[config.mk]
export PLATFORM = sky130hd
export DESIGN_NAME = hack_core_flat
export DESIGN_NICKNAME = d
export VERILOG_FILES = /design/src/rtl/hack_core_if.sv /design/src/rtl/hack_core.sv /design/src/flat_wrapper.sv
export SDC_FILE = /design/constraint.sdc
export NUM_CORES = 1
export LEC_CHECK = 0
export CORE_ASPECT_RATIO = 1.1
export CORE_UTILIZATION = 47
export DETAILED_ROUTE_END_ITERATION = 6
export PLACE_DENSITY = 0.84
export SYNTH_ARGS = -nofsm -noshare
export SYNTH_HDL_FRONTEND = slang
export SYNTH_SLANG_ARGS = --single-unit
[constraint.sdc]
create_clock -name clk -period 4.4 [get_ports clk]
set_clock_uncertainty 0.1 [all_clocks]
set_input_delay 0.88 -clock clk [delete_from_list [all_inputs] [get_ports clk]]
set_output_delay 0.88 -clock clk [all_outputs]
set_load 0.02 [all_outputs]
[src/rtl/hack_core_if.sv]
// Fetch and data-memory handshake bundle for hack_core.
interface hack_core_if #(
    parameter int DATA_W = 16
);
    logic              instr_req;
    logic              instr_ready;
    logic [15:0]       instruction;
    logic              mem_req;
    logic              mem_write;
    logic              mem_ready;
    logic [DATA_W-1:0] mem_address;
    logic [DATA_W-1:0] mem_rdata;
    logic [DATA_W-1:0] mem_wdata;

    modport master (
        output instr_req,
        input  instr_ready,
        input  instruction,
        output mem_req,
        output mem_write,
        input  mem_ready,
        output mem_address,
        input  mem_rdata,
        output mem_wdata
    );

    modport slave (
        input  instr_req,
        output instr_ready,
        output instruction,
        input  mem_req,
        input  mem_write,
        output mem_ready,
        input  mem_address,
        output mem_rdata,
        input  mem_wdata
    );
endinterface

[src/rtl/hack_core.sv]
// Multi-cycle Hack CPU: FETCH -> DECODE -> (MEM_READ) -> WRITE_BACK.
// Memory-side outputs are decoded from the state and registers only, so they
// stay stable while a request waits for its ready.
module hack_core #(
    parameter int          DATA_W   = 16,
    parameter int          PC_W     = 15,
    parameter int unsigned RESET_PC = 0
) (
    input  logic              clk,
    input  logic              reset,
    hack_core_if.master       bus,
    output logic [PC_W-1:0]   prog_counter,
    output logic [DATA_W-1:0] a_reg,
    output logic [DATA_W-1:0] d_reg
);
    typedef enum logic [1:0] {FETCH, DECODE, MEM_READ, WRITE_BACK} state_t;

    state_t            state, state_nxt;
    logic [15:0]       ir;       // latched instruction (comp/dest/jump fields)
    logic [DATA_W-1:0] y_op;     // ALU y operand: A or M
    logic [DATA_W-1:0] x, y, res;
    logic              zero, neg, taken, commit;
    logic              instr_req, mem_req, mem_write;

    // Hack ALU: x is always D; control bits zx nx zy ny f no = ir[11:6]
    always_comb begin
        x = d_reg;
        y = y_op;
        if (ir[11]) x = '0;
        if (ir[10]) x = ~x;
        if (ir[9])  y = '0;
        if (ir[8])  y = ~y;
        res = ir[7] ? (x + y) : (x & y);
        if (ir[6])  res = ~res;
    end

    assign zero  = (res == '0);
    assign neg   = res[DATA_W-1];
    assign taken = (ir[2] & neg) | (ir[1] & zero) | (ir[0] & ~neg & ~zero);

    // State register
    always_ff @(posedge clk) begin
        if (reset) state <= FETCH;
        else       state <= state_nxt;
    end

    // Next-state and handshake decode; commit marks the cycle an instruction retires
    always_comb begin
        state_nxt = state;
        instr_req = 1'b0;
        mem_req   = 1'b0;
        mem_write = 1'b0;
        commit    = 1'b0;
        case (state)
            FETCH: begin
                instr_req = 1'b1;
                if (bus.instr_ready) state_nxt = DECODE;
            end
            DECODE: begin
                if (!ir[15])    state_nxt = FETCH;
                else if (ir[12]) state_nxt = MEM_READ;
                else            state_nxt = WRITE_BACK;
            end
            MEM_READ: begin
                mem_req = 1'b1;
                if (bus.mem_ready) state_nxt = WRITE_BACK;
            end
            WRITE_BACK: begin
                if (ir[3]) begin
                    mem_req   = 1'b1;
                    mem_write = 1'b1;
                    if (bus.mem_ready) begin
                        commit    = 1'b1;
                        state_nxt = FETCH;
                    end
                end else begin
                    commit    = 1'b1;
                    state_nxt = FETCH;
                end
            end
            default: state_nxt = FETCH;
        endcase
    end

    // Datapath registers; WRITE_BACK updates all use pre-update A and D
    always_ff @(posedge clk) begin
        if (reset) begin
            prog_counter <= PC_W'(RESET_PC);
            a_reg        <= '0;
            d_reg        <= '0;
            ir           <= '0;
            y_op         <= '0;
        end else begin
            case (state)
                FETCH: begin
                    if (bus.instr_ready) ir <= bus.instruction;
                end
                DECODE: begin
                    if (!ir[15]) begin
                        a_reg        <= {{(DATA_W-15){1'b0}}, ir[14:0]};
                        prog_counter <= prog_counter + PC_W'(1);
                    end else if (!ir[12]) begin
                        y_op <= a_reg;
                    end
                end
                MEM_READ: begin
                    if (bus.mem_ready) y_op <= bus.mem_rdata;
                end
                WRITE_BACK: begin
                    if (commit) begin
                        if (ir[5]) a_reg <= res;
                        if (ir[4]) d_reg <= res;
                        prog_counter <= taken ? a_reg[PC_W-1:0] : prog_counter + PC_W'(1);
                    end
                end
                default: ;
            endcase
        end
    end

    assign bus.instr_req   = instr_req;
    assign bus.mem_req     = mem_req;
    assign bus.mem_write   = mem_write;
    assign bus.mem_address = a_reg;
    assign bus.mem_wdata   = res;
endmodule
[src/flat_wrapper.sv]
// flat-port wrapper written by rule: the top's interface ports become plain ports
module hack_core_flat 
#(
    parameter int          DATA_W   = 16,
    parameter int          PC_W     = 15,
    parameter int unsigned RESET_PC = 0
)
  (clk, reset, prog_counter, a_reg, d_reg, bus_instr_req, bus_instr_ready, bus_instruction, bus_mem_req, bus_mem_write, bus_mem_ready, bus_mem_address, bus_mem_rdata, bus_mem_wdata);
  hack_core_if #(.DATA_W(DATA_W)) bus_i ();
  input  logic clk;
  input  logic reset;
  output logic [PC_W-1:0] prog_counter;
  output logic [DATA_W-1:0] a_reg;
  output logic [DATA_W-1:0] d_reg;
  output wire logic [$bits(bus_i.instr_req)-1:0] bus_instr_req;
  input wire logic [$bits(bus_i.instr_ready)-1:0] bus_instr_ready;
  input wire logic [$bits(bus_i.instruction)-1:0] bus_instruction;
  output wire logic [$bits(bus_i.mem_req)-1:0] bus_mem_req;
  output wire logic [$bits(bus_i.mem_write)-1:0] bus_mem_write;
  input wire logic [$bits(bus_i.mem_ready)-1:0] bus_mem_ready;
  output wire logic [$bits(bus_i.mem_address)-1:0] bus_mem_address;
  input wire logic [$bits(bus_i.mem_rdata)-1:0] bus_mem_rdata;
  output wire logic [$bits(bus_i.mem_wdata)-1:0] bus_mem_wdata;
  assign bus_instr_req = bus_i.instr_req;
  assign bus_i.instr_ready = bus_instr_ready;
  assign bus_i.instruction = bus_instruction;
  assign bus_mem_req = bus_i.mem_req;
  assign bus_mem_write = bus_i.mem_write;
  assign bus_i.mem_ready = bus_mem_ready;
  assign bus_mem_address = bus_i.mem_address;
  assign bus_i.mem_rdata = bus_mem_rdata;
  assign bus_mem_wdata = bus_i.mem_wdata;
  hack_core #(.DATA_W(DATA_W), .PC_W(PC_W), .RESET_PC(RESET_PC)) u_core (.clk(clk), .reset(reset), .bus(bus_i), .prog_counter(prog_counter), .a_reg(a_reg), .d_reg(d_reg));
endmodule
# Word-level counts from Yosys, hierarchy flattened

Cells that the tools add are included.
W data, S select, Z words.

Bitwise logic cells: 12
Reduce and logical (&&, ||, !) cells: 10
Equal/unequal tests: 11
Add/subtract/negate cells: 2
Muxes and demuxes: 32

Operators by type and width:

| kind                    | number |
|---|---|
| $mux W16                | 12 |
| $pmux W16 S2            | 2 |
| $not A16 Y16            | 3 |
| $mux W15                | 3 |
| $pmux W15 S2            | 1 |
| $add A16 B16 Y16        | 1 |
| $and A16 B16 Y16        | 1 |
| $logic_not A16 Y1       | 1 |
| $add A15 B1 Y15 const B | 1 |
| $mux W2                 | 5 |
| $reduce_and A3 Y1       | 3 |
| $ne A2 B2 Y1 const B    | 4 |
| $pmux W2 S4             | 1 |
| $reduce_and A4 Y1       | 2 |
| $mux W1                 | 7 |
| $ne A2 B1 Y1 const B    | 3 |
| $and A1 B1 Y1           | 4 |
| $eq A2 B2 Y1 const B    | 2 |
| $reduce_bool A2 Y1      | 2 |
| $ne A3 B3 Y1 const B    | 1 |
| $eq A2 B1 Y1 const B    | 1 |
| $logic_not A2 Y1        | 1 |
| $not A1 Y1              | 2 |
| $or A1 B1 Y1            | 2 |
| other kinds (2)         | 2 |

Output and inout bits: 82
Word-level logic and storage cells: 73
Register bits: 81
Input bits: 36

# Longest topological paths before layout

Depth in word-level cells: 14
Mapped depth: 17
Gate-level depth less buffers: 15

# Worst setup path after synthesis

Ideal clock, no wire load.

Kind: reg-to-reg
Start point: register u_core.ir[10]
End point: register u_core.prog_counter[12]
Stages on the path, launching flop included: 17
Slack: -492 ps
Data required time: 4171 ps
Arrival: 4663 ps
Clock period less this slack: 4892 ps
Cells stage by stage: dfxtp_1 -> clkbuf_1 -> clkbuf_1 -> xnor2_1 -> fa_1 -> a21o_1 -> a221oi_2 -> a21oi_2 -> or3_1 -> a31oi_2 -> xnor2_1 -> or3_4 -> o41a_1 -> a211o_2 -> clkbuf_1 -> o21ai_0 -> a31oi_1

Cells in the longest elaborated chain, start to end: 12
Elaborated cells between the ends (all ways): 18

Ends and longest elaborated chain:

| what                                                 | line               | source |
|---|---|---|
| from (decl)                                          | hack_core.sv:19    | `logic [15:0] ir;` |
| from (signal assigned)                               | hack_core.sv:96    | `if (bus.instr_ready) ir <= bus.instruction;` |
| $mux W16 *                                           | hack_core.sv:30    | `if (ir[10]) x = ~x;` |
| $add A16 B16 Y16 or $and A16 B16 Y16 (tied branches) | hack_core.sv:33    | `res = ir[7] ? (x + y) : (x & y);` |
| $mux W16 *                                           | hack_core.sv:33    |  |
| $not A16 Y16                                         | hack_core.sv:34    | `if (ir[6]) res = ~res;` |
| $mux W16 *                                           | hack_core.sv:34    |  |
| via bus_mem_wdata[10]                                | flat_wrapper.sv:23 | `output wire logic [$bits(bus_i.mem_wdata)-1:0] bus_mem_wdata;` |
| $logic_not A16 Y1 *                                  | hack_core.sv:37    | `assign zero = (res == '0);` |
| $and A1 B1 Y1 or $not A1 Y1 (tied branches)          | hack_core.sv:39    | `assign taken = (ir[2] & neg) \| (ir[1] & zero) \| (ir[0] & ~neg & ~zero);` |
| $or A1 B1 Y1 or $and A1 B1 Y1 (tied branches)        | hack_core.sv:39    |  |
| $or A1 B1 Y1 *                                       | hack_core.sv:39    |  |
| $mux W15 *                                           | hack_core.sv:113   | `prog_counter <= taken ? a_reg[PC_W-1:0] : prog_counter + PC_W'(1);` |
| $mux W15 *                                           | hack_core.sv:110   | `if (commit) begin` |
| $pmux W15 S2 *                                       | hack_core.sv:94    | `case (state)` |
| to (signal assigned)                                 | hack_core.sv:88    | `prog_counter <= PC_W'(RESET_PC);` |
| to (signal assigned)                                 | hack_core.sv:101   | `prog_counter <= prog_counter + PC_W'(1);` |
| to (signal assigned)                                 | hack_core.sv:113   |  |
| to (decl)                                            | hack_core.sv:12    | `output logic [PC_W-1:0] prog_counter,` |

The timed path passes the listed nets; every way through them passes the cells marked *. The select of a mux whose other input is x is not followed.
A chain may end at the register's enable or synchronous reset.

# Worst setup path in the final report

Start point: register u_core.ir[11]
End point: register u_core.prog_counter[1]

Cells in the longest elaborated chain, start to end: 14
Elaborated cells between the ends (all ways): 20

Ends and longest elaborated chain:

| what                                                 | line                             | source |
|---|---|---|
| $mux W16 *                                           | hack_core.sv:29                  | `if (ir[11]) x = '0;` |
| $not A16 Y16                                         | hack_core.sv:30                  |  |
| $mux W16 *                                           | hack_core.sv:30                  |  |
| $add A16 B16 Y16 or $and A16 B16 Y16 (tied branches) | hack_core.sv:33                  |  |
| $mux W16 *                                           | hack_core.sv:33                  |  |
| $not A16 Y16                                         | hack_core.sv:34                  |  |
| $mux W16 *                                           | hack_core.sv:34                  |  |
| $logic_not A16 Y1 or $not A1 Y1 (tied branches)      | hack_core.sv:37, hack_core.sv:39 |  |
| $and A1 B1 Y1 or $not A1 Y1 (tied branches)          | hack_core.sv:39                  |  |
| $or A1 B1 Y1 or $and A1 B1 Y1 (tied branches)        | hack_core.sv:39                  |  |
| $or A1 B1 Y1 *                                       | hack_core.sv:39                  |  |
| $mux W15 *                                           | hack_core.sv:113                 |  |
| $mux W15 *                                           | hack_core.sv:110                 |  |
| $pmux W15 S2 *                                       | hack_core.sv:94                  |  |

Every way passes the cells marked *; elsewhere a longest branch is shown, timed or not. The select of a mux whose other input is x is not followed.

==> insert_results.sql <==
INSERT INTO impl_metrics (metric_group, metric, value, unit) VALUES
('clock_network', 'holdBufCountCts', '0', ''),
('critical_path', 'critical_path_arrival', '4.51', 'ns'),
('clock_network', 'htree_num_levels', '3', ''),
('placement', 'detailedPlacementHpwl', '12620', 'um'),
('timing', 'post-route-worst-setup-slack', '-0.02099', 'ns'),
('floorplanning', 'initial_util', '49.10', '%'),
('clock_network', 'clk_transition_reported_paths', '0.06', 'ns'),
('placement', 'post_dp_area', '0.006900', 'mm2'),
('drt', 'drt_first_pass_iters', '6', ''),
('placement', 'port_buffers', '117', ''),
('timing', 'finalHoldViolations', '0', ''),
('critical_path', 'critPathRequiredTime', '4.48', 'ns'),
('power_and_ir_drop', 'peakVddDrop', '248.8', 'uV'),
('global_route', 'track_usage', '29.04', '%'),
('worst_hold_path', 'hold_path_class', 'reg -> reg', ''),
('global_route', 'grt_max_degree', '53', ''),
('timing', 'setup_total_negative_slack', '-0.02099', 'ns'),
('synth', 'postSynth.asyncResetShare', '0', '%'),
('floorplanning', 'die_x_extent', '104.7', 'um'),
('drt', 'drt_iter0_markers', '440', ''),
('clock_network', 'cts_root_buffer', 'clkbuf_16', ''),
('critical_path', 'ff2ff_setup_slack', '-0.02', 'ns'),
('synth', 'synth.top_cells.by_count', '107 x nand2_1, 81 x dfxtp_1, 63 x nor2_1, 46 x xnor2_1, 45 x a21oi_1', ''),
('drt', 'routedWlPerCell', '18.02', 'um'),
('global_route', 'global_route.overflow_total', '0', ''),
('worst_hold_path', 'timing.hold.worst_path_depth', '2', ''),
('status', 'run_status', 'finished with violations', ''),
('floorplanning', 'io_pins', '118', ''),
('global_route', 'wire_length_of_the_first_global_routing_pass', '27210', 'um'),
('final_layout', 'layout.area.seq', '0.001633', 'mm2'),
('timing', 'slew_violations', '0', ''),
('floorplanning', 'fp-row-count', '40', ''),
('drt', 'drt.antenna.violating_nets', '0', ''),
('global_route', 'grt_antenna_before_repair', '0', ''),
('synth', 'synth_enable_flop_cells', '0', ''),
('synth', 'yosys.area.top_type', 'dfxtp_1', ''),
('final_layout', 'stdcell_area', '0.007711', 'mm2'),
('floorplanning', 'fp.coreArea', '0.01111', 'mm2'),
('critical_path', 'timing.critical_path.fanout_max', '7', ''),
('timing', 'maxSlewHeadroom', '25.58', '%'),
('flow_run', 'drv_cap', '0', ''),
('timing', 'achievable-frequency', '226.2', 'MHz'),
('final_layout', 'multi_input_area', '0.003779', 'mm2'),
('timing', 'final.min_clock_period', '4.421', 'ns'),
('status', 'failing_checks', 'negative setup slack', ''),
('clock_network', 'clock_latency', '0.34', 'ns'),
('final_layout', 'num_antenna_cells', '0', ''),
('clock_network', 'clock_path_buffers', '2', ''),
('critical_path', 'worstRegToRegCells', '16', ''),
('power_and_ir_drop', 'power_density', '297.8', 'mW/mm2'),
('timing', 'final-setup-viol-count', '1', ''),
('synth', 'post_synth_instance_area', '0.005455', 'mm2'),
('drt', 'drcViolationCount', '0', ''),
('timing', 'final_period_utilization', '100.5', '%'),
('placement', 'finalWeightedCongestion', '0.9580', ''),
('synth', 'synth_top_cells_by_area', 'dfxtp_1 30%, xnor2_1 7.4%, nand2_1 7.4%', ''),
('critical_path', 'crit_reg_reg_startpoint', 'u_core.ir[11]$_SDFFE_PP0P_', ''),
('synth', 'synth_cells', '700', ''),
('critical_path', 'start_kind', 'flop', ''),
('critical_path', 'worst_r2r_endpoint', 'u_core.prog_counter[1]$_SDFFE_PP0P_', ''),
('clock_network', 'tritoncts_clock_tree', 'yes', ''),
('synth', 'postSynthRegisterBits', '81', ''),
('synth', 'synthDistinctLibCells', '60', ''),
('global_route', 'vias_in_the_first_global_route', '5276', ''),
('drt', 'route.vias.total', '5762', ''),
('synth', 'syn-num-nets', '754', ''),
('final_layout', 'synthToLayoutAreaGrowth', '41.35', '%'),
('synth', 'yosysTopAreaCellShare', '29.72', '%'),
('worst_hold_path', 'hold_path_end', 'u_core.ir[13]$_SDFFE_PP0P_', ''),
('worst_hold_path', 'min_from', 'u_core.ir[13]$_SDFFE_PP0P_', ''),
('clock_network', 'cts_buffers', '9', '');
==> stage by stage <==
stage	power, mW	hold slack, ns	cells	utilization (%)	setup slack [ns]
after floorplan	1.251	0.3366	700	-	0.01890
after global placement	1.523	0.3534	964	62.11	0.008852
after detailed placement	1.531	0.3575	964	62.11	-0.08342
after CTS	2.243	0.3664	990	66.71	-0.02886
after global routing	2.388	0.3827	1001	69.40	-0.1436
final	2.296	0.3695	1001	69.40	-0.02099
==> per-layer routing <==
| layer | up-vias | GRT usage (%) | wire [um] |
|---|---|---|---|
| li1 | 2718 | - | - |
| met1 | 2732 | 35.45 | 7346 |
| met2 | 270 | 51.88 | 8921 |
| met3 | 42 | 4.025 | 1169 |
| met4 | 0 | 11.55 | 599 |
| met5 | - | 0 | 0 |
==> cell families (layout without fill, tap and decap cells) <==
kind of cell | after synthesis | after routing | synth area share [%]
compound gates | 157 | 158 | 19.36
flops | 81 | 81 | 29.72
buf+inv | 71 | 224 | 7.775
mux | 23 | 23 | 4.220
simple gates | 295 | 295 | 25.83
fa+ha+maj | 18 | 18 | 4.266
xor+xnor | 55 | 55 | 8.830
==> report_power, final <==
part	internal, mW	switching (mW)	total, mW
clock network	0.381	0.310	0.691
registers	0.773	0.0560	0.829
logic	0.362	0.414	0.776
==> placed cells by master, fill, tap and decap left out, types with 16 or more instances in the layout <==
master,Yosys,final
nand2b_1,33,27
xnor2_1,46,36
nor2_1,63,63
mux2i_1,23,23
nand3_1,19,19
a211oi_1,21,20
a21oi_1,45,44
and3_1,16,16
buf_4,18,69
clkdlybuf4s50_1,0,105
a31oi_1,18,18
nand2_1,107,106
dfxtp_1,81,76
==> worst max path at each step <==
stage,startpoint,endpoint,slack [ns],cells past startpoint
CTS,u_core.ir[9]$_SDFFE_PP0P_,u_core.prog_counter[1]$_SDFFE_PP0P_,-0.03,16
global placement,u_core.ir[9]$_SDFFE_PP0P_,u_core.prog_counter[1]$_SDFFE_PP0P_,0.009,16
finish,u_core.ir[11]$_SDFFE_PP0P_,u_core.prog_counter[1]$_SDFFE_PP0P_,-0.02,16
global route,u_core.ir[11]$_SDFFE_PP0P_,u_core.prog_counter[1]$_SDFFE_PP0P_,-0.14,17
detailed placement,u_core.ir[9]$_SDFFE_PP0P_,u_core.prog_counter[1]$_SDFFE_PP0P_,-0.08,16
floorplan,u_core.ir[8]$_SDFFE_PP0P_,u_core.prog_counter[12]$_SDFFE_PP0P_,0.02,16
==> what timing repair did <==
action / 4_1_cts / 5_1_grt
pin swaps: 26 / 35
setup buffers: 9 / 10
resized for setup: 48 / 61
setup endpoints to repair: 26 / 22
cloned: 2 / 1
==> final cells by class <==
| cell class | instances | share of cell area, % |
|---|---|---|
| flip-flops and latches | 81 | 21.17 |
| clock buffers | 11 | 3.018 |
| well taps | 147 | 2.385 |
| multi-input cells | 549 | 49.00 |
| inverters | 11 | 0.5355 |
| repair buffers | 198 | 23.51 |
| clock inverters | 4 | 0.3732 |
==> worst max-delay path, stage by stage (launching register included) <==
cell and delay (ns):
dfxtp_2 0.34, nand2b_4 0.15, xnor2_2 0.13, ha_2 0.21, fa_2 0.39, a21o_1 0.21
a221oi_4 0.27, a21oi_2 0.13, a311oi_2 0.25, xor2_1 0.31, a311o_2 0.27, nand4b_1 0.19
o41a_1 0.50, buf_6 0.16, a211o_4 0.41, nor3_4 0.19, nor4_2 0.08
No activity file was read; power rests on OpenSTA's default activity.
